`src/rtl/quire_window_arbiter.sv`:
```
// Shares one quire accumulator among NB_REQ posit-product requesters, one window
// at a time: round-robin grant, sow/eow framing, length cap, owner-tagged results.
module quire_window_arbiter #(
  parameter int unsigned NB_REQ       = 4,
  parameter int unsigned LOG_NB_ACCUM = 10,
  parameter int unsigned TAG_DEPTH    = 4
) (
  input  logic                        clk,
  input  logic                        rst,
  input  logic [NB_REQ-1:0]           req_rts_i,
  output logic [NB_REQ-1:0]           req_rtr_o,
  input  logic [NB_REQ-1:0]           req_eow_i,
  input  logic [4*NB_REQ-1:0]         req_fraction_i,
  input  logic [4*NB_REQ-1:0]         req_scale_i,
  input  logic [NB_REQ-1:0]           req_sign_i,
  input  logic [NB_REQ-1:0]           req_zero_i,
  input  logic [NB_REQ-1:0]           req_NaR_i,
  input  logic                        q_rtr_i,
  output logic                        q_rts_o,
  output logic                        q_sow_o,
  output logic                        q_eow_o,
  output logic [3:0]                  q_fraction_o,
  output logic [3:0]                  q_scale_o,
  output logic                        q_sign_o,
  output logic                        q_zero_o,
  output logic                        q_NaR_o,
  input  logic                        res_rts_i,
  input  logic                        res_eow_i,
  input  logic                        res_NaR_i,
  input  logic [18:0]                 res_data_i,
  output logic                        res_rtr_o,
  input  logic                        dn_rtr_i,
  output logic                        dn_rts_o,
  output logic [18:0]                 dn_data_o,
  output logic                        dn_NaR_o,
  output logic [$clog2(NB_REQ)-1:0]   dn_owner_o,
  output logic                        overflow_o,
  output logic                        tag_err_o
);

  localparam int unsigned OW = $clog2(NB_REQ);
  localparam int unsigned TW = $clog2(TAG_DEPTH);

  typedef enum logic {S_IDLE, S_GRANT} state_t;

  state_t                  r_state, w_state_nxt;
  logic [OW-1:0]           r_rr_ptr, r_owner;
  logic [LOG_NB_ACCUM-1:0] r_beat_cnt;
  logic                    r_first;
  logic [OW-1:0]           r_tag_mem [TAG_DEPTH];
  logic [TW-1:0]           r_wr_ptr, r_rd_ptr;
  logic [TW:0]             r_tag_cnt;
  logic                    r_overflow, r_tag_err;

  logic [OW-1:0]           w_pick;
  logic                    w_found;
  logic                    w_tag_full, w_tag_ne, w_limit;
  logic                    w_accept, w_push, w_pop, w_err;
  int unsigned             w_idx;

  assign w_tag_full = (r_tag_cnt == (TW+1)'(TAG_DEPTH));
  assign w_tag_ne   = (r_tag_cnt != '0);
  assign w_limit    = &r_beat_cnt;

  // Round-robin search: lowest offset from r_rr_ptr wins, hence the descending sweep.
  always_comb begin
    w_found = 1'b0;
    w_pick  = '0;
    w_idx   = 0;
    for (int unsigned k = 0; k < NB_REQ; k++) begin
      w_idx = (32'(r_rr_ptr) + (NB_REQ - 1 - k)) % NB_REQ;
      if (req_rts_i[w_idx]) begin
        w_found = 1'b1;
        w_pick  = OW'(w_idx);
      end
    end
  end

  // Issue-side FSM and owner-lane pass-through.
  always_comb begin
    w_state_nxt  = r_state;
    req_rtr_o    = '0;
    q_rts_o      = 1'b0;
    q_sow_o      = 1'b0;
    q_eow_o      = 1'b0;
    q_fraction_o = '0;
    q_scale_o    = '0;
    q_sign_o     = 1'b0;
    q_zero_o     = 1'b0;
    q_NaR_o      = 1'b0;
    w_accept     = 1'b0;
    case (r_state)
      S_IDLE: begin
        if (w_found) w_state_nxt = S_GRANT;
      end
      S_GRANT: begin
        q_rts_o            = req_rts_i[r_owner] & ~w_tag_full;
        req_rtr_o[r_owner] = q_rtr_i & ~w_tag_full;
        q_sow_o            = r_first;
        q_eow_o            = req_eow_i[r_owner] | w_limit;
        q_fraction_o       = req_fraction_i[4*r_owner +: 4];
        q_scale_o          = req_scale_i[4*r_owner +: 4];
        q_sign_o           = req_sign_i[r_owner];
        q_zero_o           = req_zero_i[r_owner];
        q_NaR_o            = req_NaR_i[r_owner];
        w_accept           = req_rts_i[r_owner] & q_rtr_i & ~w_tag_full;
        if (w_accept && q_eow_o) w_state_nxt = S_IDLE;
      end
      default: w_state_nxt = S_IDLE;
    endcase
  end

  // Result side: partial sums are drained silently, eow results carry the FIFO head.
  always_comb begin
    dn_rts_o  = 1'b0;
    res_rtr_o = 1'b1;
    if (res_eow_i && w_tag_ne) begin
      dn_rts_o  = res_rts_i;
      res_rtr_o = dn_rtr_i;
    end
    if (rst) res_rtr_o = 1'b0;
    dn_data_o  = dn_rts_o ? res_data_i : '0;
    dn_NaR_o   = dn_rts_o & res_NaR_i;
    dn_owner_o = w_tag_ne ? r_tag_mem[r_rd_ptr] : '0;
  end

  assign w_push = w_accept & q_eow_o;
  assign w_pop  = dn_rts_o & dn_rtr_i;
  assign w_err  = res_rts_i & res_eow_i & ~w_tag_ne;

  always_ff @(posedge clk or posedge rst) begin
    if (rst) begin
      r_state    <= S_IDLE;
      r_rr_ptr   <= '0;
      r_owner    <= '0;
      r_beat_cnt <= '0;
      r_first    <= 1'b0;
      r_wr_ptr   <= '0;
      r_rd_ptr   <= '0;
      r_tag_cnt  <= '0;
      r_overflow <= 1'b0;
      r_tag_err  <= 1'b0;
      for (int i = 0; i < TAG_DEPTH; i++) r_tag_mem[i] <= '0;
    end else begin
      r_state <= w_state_nxt;
      if (r_state == S_IDLE && w_found) begin
        r_owner    <= w_pick;
        r_beat_cnt <= '0;
        r_first    <= 1'b1;
      end
      if (w_accept) begin
        r_first <= 1'b0;
        if (q_eow_o) begin
          r_rr_ptr <= (r_owner == OW'(NB_REQ - 1)) ? '0 : r_owner + OW'(1);
          if (!req_eow_i[r_owner]) r_overflow <= 1'b1;
        end else begin
          r_beat_cnt <= r_beat_cnt + LOG_NB_ACCUM'(1);
        end
      end
      if (w_push) begin
        r_tag_mem[r_wr_ptr] <= r_owner;
        r_wr_ptr            <= r_wr_ptr + TW'(1);
      end
      if (w_pop) r_rd_ptr <= r_rd_ptr + TW'(1);
      if (w_push && !w_pop)      r_tag_cnt <= r_tag_cnt + (TW+1)'(1);
      else if (!w_push && w_pop) r_tag_cnt <= r_tag_cnt - (TW+1)'(1);
      if (w_err) r_tag_err <= 1'b1;
    end
  end

  assign overflow_o = r_overflow;
  assign tag_err_o  = r_tag_err;

endmodule
```
`config.mk`:
```
export PLATFORM = sky130hd
export DESIGN_NAME = quire_window_arbiter
export DESIGN_NICKNAME = d
export VERILOG_FILES = /design/src/rtl/quire_window_arbiter.sv
export SDC_FILE = /design/constraint.sdc
export NUM_CORES = 1
export LEC_CHECK = 0
export CORE_MARGIN = 2
export CORE_UTILIZATION = 41
export CTS_BUF_LIST = sky130_fd_sc_hd__clkbuf_4
export DETAILED_ROUTE_END_ITERATION = 16
export GPL_ROUTABILITY_DRIVEN = 0
export GPL_TIMING_DRIVEN = 0
export PLACE_DENSITY = 0.93
export SETUP_SLACK_MARGIN = 0.02
export SYNTH_ARGS = -nofsm -noshare
export SYNTH_HDL_FRONTEND = slang
export SYNTH_SLANG_ARGS = --single-unit
```
`constraint.sdc`:
```
create_clock -name clk -period 3.2 [get_ports clk]
set_input_delay 0.64 -clock clk [delete_from_list [all_inputs] [get_ports clk]]
set_output_delay 0.64 -clock clk [all_outputs]
set_load 0.02 [all_outputs]
```
==> flow_metrics.py, run 1 <==
metrics = {
    "timing": {
        "grt_setup_unrepaired": "no",
        "relSlewSlack": 0.7122,
        "worst_pin_slew_ns": 0.4317,
        "finalHoldViolCount": 0,
        "finalSetupViolations": 0,
        "finalCriticalPeriod_ns": 3.131,
        "fmax_ghz": 0.3194,
        "tns_ns": 0,
        "fin_crit_sh": 0.9784,
        "finClkSkew_ns": 0.009059,
        "fin_ws_ns": 0.06902,
        "slew_violations": 0,
        "whs_ns": 0.4936,
    },
    "detailed_routing": {
        "wl_per_cell_um": 17.17,
        "routed_wl_mm": 7.158,
        "drcViolationCount": 0,
        "ant_nets": 0,
        "drtIter0Drc": 147,
        "dr_total_vias": 2218,
        "firstDrtPassIters": 4,
        "post_drt_via_cell_ratio": 5.319,
    },
    "critical_path": {
        "crit_buf_inv": 3,
        "cpMostUsedCell": "clkdlybuf4s50_1",
        "cp_top_family": "buffers and inverters",
        "crit_slowest_cell": "clkdlybuf4s50_1",
        "cp.arrival_ns": 2.49,
        "required_ns": 2.56,
        "critical_path_class": "input port to primary output",
        "endpoint_kind": "primary output",
        "crit_fanout": 10,
        "start_kind": "input port",
        "path_cells": "clkdlybuf4s50_1 -> nand2_1 -> nor2_2 -> clkbuf_2 -> and2_1 -> clkdlybuf4s50_1",
        "max_stage_delay_ns": 0.61,
    },
    "synthesis": {
        "synth_cell_type_count": 38,
        "synth_most_common_cell": "and2_1",
        "synth_seq_area_share": 0.3514,
        "syn_area_per_cell_um2": 10.88,
        "synthSimpleGateAreaFrac": 0.2220,
        "syn_inst": 216,
        "synth_nets": 305,
        "synth_fa_ha_area_frac": 0.06177,
        "async_flop_share": 1.000,
        "ys_warn_count": 0,
        "synth_compound_area_frac": 0.04686,
        "yosys.area.top_type_share": 0.3514,
        "muxShareOfSynthArea": 0.2508,
        "synth_ff_type": "dfrtp_1",
        "yosys-top-cells-area": "dfrtp_1 (35%), and2_1 (9.3%), mux4_1 (8.9%)",
        "synth_seq_cells": 33,
        "synthTopCellsByCount": "and2_1 (35), dfrtp_1 (33), nand2_1 (14)",
        "synthXorXnorAreaFrac": 0.02236,
        "synth-edff-count": 0,
        "synth_top_family_by_area": "multiplexers",
        "synth.cell_area_um2": 2350,
        "synth_top_area_cell": "dfrtp_1",
    },
    "final_layout": {
        "final_layout_size_suffix_gt1_frac": 0.1246,
        "final_util": 0.6796,
        "n_antenna_cell": 0,
        "multiInputGateArea_um2": 1423,
        "ff_latch_area_um2": 825.8,
        "nNetsFinal": 434,
        "fillers": 386,
        "area_delta_synth_final_pct": 59.27,
    },
    "die": {
        "core-area_um2": 5507,
        "fp.dieW_um": 79.71,
        "core.rowCount": 27,
        "dieArea_um2": 6353,
        "pin_count": 122,
        "initial_core_util": 0.4267,
        "fp.dieH_um": 79.71,
    },
    "place": {
        "post-place-ws_ns": -0.2746,
        "port_buffers": 121,
        "place.detailed.hpwl_mm": 5.650,
    },
    "cts": {
        "cts_root_buf": "clkbuf_4",
        "hold_buffers": 0,
        "numCtsBuffers": 5,
        "clock-sinks": 33,
        "cts_tree": "yes",
        "htree_num_levels": 2,
        "cts.clk_slew.worst_paths_ns": 0.08,
        "cts_buffer_depth": 2,
        "insertion_delay_ns": 0.33,
    },
    "run": {
        "maxCapViolCount": 0,
    },
    "global_route": {
        "grt_pass1_wl_mm": 10.86,
        "gr-usage-all-layers": 0.2194,
        "antenna_found_initial": 0,
        "gr-total-overflow": 0,
        "grt_max_degree": 34,
        "grt_pass1_vias": 2261,
    },
    "min_path": {
        "min_path_type": "flip-flop to flip-flop",
    },
    "pwr": {
        "vdd_ir_drop_max_mv": 0.3567,
        "powerDensity_nw_per_um2": 662.1,
        "p_leak_nw": 1.668,
        "total_power_mw": 2.478,
    },
    "outcome": {
        "status": "finished, final reports clean",
    },
}
## final timing paths
kind	startpoint	end	slack, ns	cells after the start
max in group asynchronous	rst	r_beat_cnt[6]$_DFF_PP0_	2.21	3
hold / removal	r_beat_cnt[7]$_DFF_PP0_	r_beat_cnt[7]$_DFF_PP0_	0.49	1
setup reg to reg	r_owner[0]$_DFFE_PP0P_	r_tag_cnt[1]$_DFFE_PP0P_	0.30	9
setup / recovery	res_eow_i	dn_data_o[12]	0.07	6
hold reg to reg	r_beat_cnt[7]$_DFF_PP0_	r_beat_cnt[7]$_DFF_PP0_	0.49	1
min in group asynchronous	rst	r_rd_ptr[1]$_DFFE_PP0P_	0.58	2
## per-stage QoR
step	instances	area, um^2
floorplan	216	2350
global placement	409	3651
detailed placement	409	3651
CTS	416	3709
global route	417	3742
finish	417	3742
## report_power, final
group          switching (mW)  total (mW)  internal [mW]
logic                   0.732        1.56          0.830
registers               0.144       0.706          0.562
clock network           0.122       0.210         0.0880
total                   0.998        2.48           1.48
## metal layers
layer	global-route usage	vias to the layer above	share of wire
met5	0	-	0
met4	0.07241	0	0.021
met3	0.05882	15	0.070
met2	0.4176	85	0.54
met1	0.2307	1091	0.37
li1	-	1027	-
## area by class of cell
cell class / count / share of cell area
Buffer: 13 / 0.02140
Clock buffer: 6 / 0.01204
Multi-Input combinational cell: 160 / 0.3801
Clock inverter: 1 / 0.001003
Sequential cell: 33 / 0.2207
Tap cell: 72 / 0.02407
Timing Repair Buffer: 122 / 0.3307
Inverter: 10 / 0.01003
## cells by family after synthesis
kind of cell    count (synthesis)
compound gates                 16
xor+xnor                        6
fa+ha+maj                      11
buf+inv                        23
flops                          33
mux                            35
simple gates                   92
## worst register-to-register path, stage by stage (launching register included)
cell and delay, ns:
dfrtp_1 0.44, buf_6 0.19, mux4_2 0.58, a41o_2 0.31
and2_4 0.15, buf_6 0.13, ha_1 0.22, inv_1 0.08
fa_1 0.42, mux2_2 0.27
## cell usage in the layout, fill, tap and decap left out, types with 2 or more instances in the layout
master,n
clkdlybuf4s50_1,117
and2_1,35
dfrtp_1,33
nand2_1,14
nand3_1,11
ha_1,10
inv_1,9
mux2_2,9
mux2i_1,9
and3_1,8
mux4_2,8
clkbuf_4,7
mux4_1,7
nor2_1,6
nor2b_1,5
xnor2_1,4
o21ai_0,4
clkbuf_1,4
and4_1,3
a21oi_1,3
clkbuf_2,3
nand4_1,3
dlymetal6s2s_1,3
buf_6,2
mux2_4,2
buf_4,2
a31o_2,2
clkinv_1,2
a21o_1,2
xor2_1,2
## timing repair
item / 4_1_cts / 5_1_grt
pin swaps: 0 / 0
endpoints found under the setup margin: 25 / 27
endpoints found under the hold margin: 0 / 0
gates resized for setup: 6 / 10
setup buffers: 0 / 0
gates cloned: 0 / 0
## registers in the layout (all words and copies together), names as in the netlist
signal,count
r_tag_mem,8
r_state,1
r_rr_ptr,2
r_beat_cnt,10
tag_err_o,1
r_first,1
r_wr_ptr,2
overflow_o,1
r_owner,2
r_rd_ptr,2
r_tag_cnt,3
(Power assumes the default switching activity.)
==> inputs of run 2 (changes only) <==
--- a/config.mk
+++ b/config.mk
@@ -12,7 +12,10 @@
 export GPL_ROUTABILITY_DRIVEN = 0
 export GPL_TIMING_DRIVEN = 0
 export PLACE_DENSITY = 0.93
+export RECOVER_POWER = 25
+export REMOVE_ABC_BUFFERS = 1
 export SETUP_SLACK_MARGIN = 0.02
+export SLEW_MARGIN = 20
 export SYNTH_ARGS = -nofsm -noshare
 export SYNTH_HDL_FRONTEND = slang
 export SYNTH_SLANG_ARGS = --single-unit
==> flow_metrics.py, run 2 (synthesis gave the netlist of run 1 again) <==
metrics = {
    "cts": {
        "numCtsBuffers": 5,
        "cts_tree": "yes",
        "cts_root_buf": "clkbuf_4",
        "cts_buffer_depth": 2,
        "insertion_delay_ns": 0.33,
        "hold_buffers": 0,
        "clock-sinks": 33,
        "htree_num_levels": 2,
        "cts_setup_buffers": 0,
        "cts.clk_slew.worst_paths_ns": 0.10,
    },
    "final_layout": {
        "nNetsFinal": 420,
        "largest_register_ffs": 10,
        "reg_top3": "r_beat_cnt: 10 flops, r_tag_mem: 8 flops, r_tag_cnt: 3 flops",
        "fillers": 419,
        "area_delta_synth_final_pct": 56.02,
        "n_antenna_cell": 0,
        "final_cell_mix": "clkdlybuf4s50_1 (119), and2_1 (35), dfrtp_1 (31), nand2_1 (14), nand3_1 (11)",
        "final_common_cell": "clkdlybuf4s50_1",
        "largest_register": "r_beat_cnt",
        "final_layout_size_suffix_gt1_frac": 0.1118,
    },
    "critical_path": {
        "cp_top_family": "buffers and inverters",
        "max_stage_delay_ns": 0.54,
        "crit_slowest_cell": "clkdlybuf4s50_1",
        "endpoint_kind": "primary output",
        "critical_path_class": "input port to primary output",
        "crit_fanout": 6,
        "cpMostUsedCell": "clkdlybuf4s50_1",
        "crit_buf_inv": 2,
        "path_cells": "clkdlybuf4s50_1 -> mux4_2 -> and3_1 -> clkdlybuf4s50_1",
        "required_ns": 2.56,
        "start_kind": "input port",
        "cp.arrival_ns": 2.41,
    },
    "global_route": {
        "antenna_found_initial": 0,
        "grt_pass1_vias": 2162,
        "gr-usage-all-layers": 0.2096,
        "gr-total-overflow": 0,
        "grt_max_degree": 34,
        "grt_pass1_wl_mm": 10.36,
    },
    "pwr": {
        "clock_power_share": 0.094,
        "vdd_ir_drop_max_mv": 0.3188,
        "switching_share": 0.4049,
        "p_seq_frac": 0.326,
        "comb_power_share": 0.580,
        "p_leak_nw": 1.579,
        "p_sw_mw": 0.9789,
        "total_power_mw": 2.418,
        "p_int_mw": 1.439,
        "powerDensity_nw_per_um2": 659.5,
    },
    "detailed_routing": {
        "dr_total_vias": 2120,
        "post_drt_via_cell_ratio": 5.261,
        "wl_met1_mm": 2.450,
        "ant_nets": 0,
        "wl_met3_um": 479,
        "drtIter0Drc": 84,
        "routed_wl_mm": 6.416,
        "wl_per_cell_um": 15.92,
        "drcViolationCount": 0,
        "routed-wl-met2_mm": 3.397,
        "firstDrtPassIters": 4,
        "top_layer": "met4",
    },
    "place": {
        "port_buffers": 121,
        "place.detailed.hpwl_mm": 4.945,
        "post-place-ws_ns": -0.4808,
    },
    "die": {
        "core.rowCount": 27,
        "pin_count": 122,
        "fp.dieH_um": 79.71,
        "core-area_um2": 5507,
        "dieArea_um2": 6353,
        "fp.dieW_um": 79.71,
        "initial_core_util": 0.4267,
    },
    "timing": {
        "fmax_ghz": 0.3275,
        "fin_ws_ns": 0.1469,
        "finClkSkew_ns": 0.007709,
        "worst_pin_slew_ns": 1.274,
        "slew_violations": 0,
        "finalSetupViolations": 0,
        "finalCriticalPeriod_ns": 3.053,
        "fin_crit_sh": 0.9541,
        "finalHoldViolCount": 0,
        "grt_setup_unrepaired": "no",
        "relSlewSlack": 0.1497,
    },
    "min_path": {
        "min_path_type": "flip-flop to flip-flop",
    },
    "run": {
        "maxCapViolCount": 0,
    },
    "outcome": {
        "status": "finished, final reports clean",
    },
}
## run 2: stage by stage
step	area, um^2	setup TNS, ns	hold WS, ns	util	cells
global placement	3583	-3.956	0.4408	0.6508	396
floorplan	2282	0	0.4379	-	203
detailed placement	3583	-6.080	0.4437	0.6508	396
CTS	3659	0	0.4664	0.6644	403
finish	3666	0	0.4636	0.6658	403
global route	3666	0	0.4830	0.6658	403
## run 2: area by class of cell
type                       instances  area (um^2)  share of cell area
clock buffer                       6        45.04             0.01229
sequential                        33        830.8              0.2266
inverter                          10        37.54             0.01024
clock inverter                     1        3.754            0.001024
tap                               72        90.09             0.02457
timing repair buffer             121         1210              0.3300
multi-input combinational        160         1449              0.3952
## run 2: per-layer routing
layer  global-route usage  vias to the layer above
li1                     -                      997
met1               0.2341                     1033
met2               0.3874                       80
met3              0.05317                       10
met4              0.06552                        0
met5                    0                        -
## run 2: final timing paths
path | from | to | slack [ns] | cells past startpoint
max in group asynchronous | rst | r_owner[0]$_DFFE_PP0P_ | 1.16 | 2
min in group asynchronous | rst | r_beat_cnt[2]$_DFF_PP0_ | 1.13 | 2
hold / removal | overflow_o$_DFFE_PP0P_ | overflow_o$_DFFE_PP0P_ | 0.46 | 1
setup / recovery | req_rts_i[1] | q_rts_o | 0.15 | 4
setup reg to reg | r_owner[0]$_DFFE_PP0P_ | r_tag_cnt[1]$_DFFE_PP0P_ | 0.35 | 7
hold reg to reg | overflow_o$_DFFE_PP0P_ | overflow_o$_DFFE_PP0P_ | 0.46 | 1
## run 2: power by group through the flow
stage	clock network, mW	registers, mW	logic (mW)
2_1_floorplan	0	0.730	0.835
3_3_place_gp	0	0.773	1.34
3_5_place_dp	0	0.788	1.39
4_1_cts	0.232	0.786	1.40
5_1_grt	0.252	0.820	1.50
6_report	0.227	0.789	1.40
## run 2: timing repair
item                       4_1_cts  5_1_grt
hold endpoints to repair         0        0
pin swaps                        0        0
setup endpoints to repair       36       23
resized for setup                8        4
==> RTL change (settings of run 1) <==
Make the reset (`rst`) synchronous in one clocked block.
--- a/src/rtl/quire_window_arbiter.sv
+++ b/src/rtl/quire_window_arbiter.sv
@@ -128,7 +128,7 @@
   assign w_pop  = dn_rts_o & dn_rtr_i;
   assign w_err  = res_rts_i & res_eow_i & ~w_tag_ne;
 
-  always_ff @(posedge clk or posedge rst) begin
+  always_ff @(posedge clk) begin
     if (rst) begin
       r_state    <= S_IDLE;
       r_rr_ptr   <= '0;
Formal check against the unedited RTL: differs if rst is asserted again (counterexample within 4 cycles, from zero or initial values and one cycle with rst high); with rst held inactive, the same outputs for 4 cycles.
==> RTL change against run 1 <==
  * Sequential cell count rose by 2
  * Hold slack improved by 4.9 ps
  * Worst setup slack improved by 31 ps
  * Synthesized area fell by 0.37%
  * Final area fell by 0.60%
  * Wire length fell by 0.49%
  * Critical endpoint is now r_tag_cnt[2]
  * Largest cell class unchanged
  * Highest routed layer unchanged
Power is not compared: it rests on default switching activity, and its combinational part moved more than twofold at a synthesized area within 25%.
==> RTL change: results (changes against run 1) <==
The register-to-register path setup slack is 400 ps (was 300 ps). Result of the run: finished, final reports clean (unchanged). The routed wire length came out at 7123 microns (was 7158 microns). The fraction of the cycle the final worst path needs came out at 96.86% (was 97.84%). The pre-CTS setup slack is -450.4 ps (was -274.6 ps). The end point of the worst hold path is overflow_o (was r_beat_cnt[7]). The fraction of registers with async set or reset after synthesis is 0% (was 100.0%). The worst hold margin came to 498.5 ps (was 493.6 ps). The synthesized area per cell came to 9.439 sq um (was 10.88 sq um). The total track usage is 23.63% (was 21.94%). The sequential fraction of the synthesis area came out at 33.35% (was 35.14%). The placed instance area came out at 0.003642 sq mm (was 0.003651 sq mm). The arrival time of the worst setup path is 3390 ps (was 2490 ps). The number of enable-type register cells in the synthesized netlist was 8 (was 0).

The beginning of the worst hold path is overflow_o (was r_beat_cnt[7]). The clock insertion delay at the later pin of the skew report came out at 350 ps (was 330 ps). The post-synth net total came out at 333 (was 305). Top cells by area in the synthesized netlist: sky130_fd_sc_hd__dfxtp_1, sky130_fd_sc_hd__mux4_2, sky130_fd_sc_hd__edfxtp_1, sky130_fd_sc_hd__and2_1, sky130_fd_sc_hd__ha_1 (was sky130_fd_sc_hd__dfrtp_1, sky130_fd_sc_hd__and2_1, sky130_fd_sc_hd__mux4_1, sky130_fd_sc_hd__mux4_2, sky130_fd_sc_hd__ha_1). The destination of the worst register-to-register timing path is r_tag_cnt[2] (was r_tag_cnt[1]). The worst hold path stage count is 2 (was 1). The headroom to the max-slew limit came out at 48.13% (was 71.22%). The half-perimeter wire length of the detailed placement result came out at 5741 microns (was 5650 microns).

The maximum number of pins on one net before global-route repair is 12 (was 34). The share of layout cells above drive strength 1 came out at 11.17% (was 12.46%). The top fanout value on the critical path is 8 (was 10). The post-layout net count is 460 (was 434). The worst-case reg-to-reg path depth came out at 11 (was 9). The cell total after placement was 441 (was 409).
-- RTL change: cell count changes after synthesis, moves of 6 or more --
cell / delta
sky130_fd_sc_hd__mux4_2: +8
sky130_fd_sc_hd__mux2_2: -9
sky130_fd_sc_hd__or4_1: +6
sky130_fd_sc_hd__dfrtp_1: -33
sky130_fd_sc_hd__nor2_1: +12
sky130_fd_sc_hd__a21oi_1: +7
sky130_fd_sc_hd__edfxtp_1: +8
sky130_fd_sc_hd__nor3_1: +6
sky130_fd_sc_hd__dfxtp_1: +27
sky130_fd_sc_hd__mux4_1: -8
-- RTL change: layout make-up --
type / instances / area, sq um
plain buffers: 15 / 76.32
flip-flops and latches: 35 / 780.7
clock buffers: 6 / 45.04
clock inverters: 2 / 8.758
fillers: 435 / 1787
inverters: 13 / 48.80
well taps: 72 / 90.09
repair buffers: 121 / 1210
multi-input cells: 184 / 1460
-- RTL change: worst max path at each step --
stage,startpoint,end
CTS,req_rts_i[1],r_tag_cnt[2]
detailed placement,req_rts_i[1],r_tag_cnt[2]
global route,req_rts_i[1],r_tag_cnt[2]
floorplan,req_rts_i[1],r_tag_cnt[2]
finish,req_rts_i[1],r_tag_cnt[2]
global placement,req_rts_i[1],r_tag_cnt[2]
-- RTL change: repair_timing --
action / in CTS / in global routing
setup endpoints to repair: 4 / 30
gates resized for setup: 6 / 8
hold buffers: 0 / 0
pin swaps: 0 / 0
cloned: 0 / 0
-- RTL change: where the power goes --
group	total [uW]	leakage [uW]	internal (uW)	switching, uW
Sequential	480	0.000302	466	14.1
Combinational	359	0.00104	205	153
Clock	242	0.0000331	90.9	151
-- RTL change: critical path: stages --
cell and delay (ps):
sky130_fd_sc_hd__clkdlybuf4s50_1 580, sky130_fd_sc_hd__mux4_2 300, sky130_fd_sc_hd__and4_2 330, sky130_fd_sc_hd__nand2_1 130, sky130_fd_sc_hd__inv_1 140, sky130_fd_sc_hd__ha_1 210, sky130_fd_sc_hd__inv_1 60, sky130_fd_sc_hd__fa_1 370
sky130_fd_sc_hd__xor2_1 160, sky130_fd_sc_hd__or3_1 310, sky130_fd_sc_hd__a21oi_1 140
-- RTL change: routing by layer --
layer,vias up,wire length (microns),track usage (%)
li1,1161,-,-
met1,1194,2662,26.68
met2,111,3722,43.11
met3,16,581,6.222
met4,0,157,7.414
met5,-,0,0
-- RTL change: kinds of logic after synthesis --
logic type                 after synthesis  share of synthesized area [%]
buffers and inverters                   29                          5.131
xor gates and xnor gates                 4                          1.496
AOI/OAI and AO/OA                       41                          12.45
muxes                                   20                          16.57
DFF                                     35                          33.35
and+or+nand+nor                        112                          26.94
adders and majority gates                7                          4.062
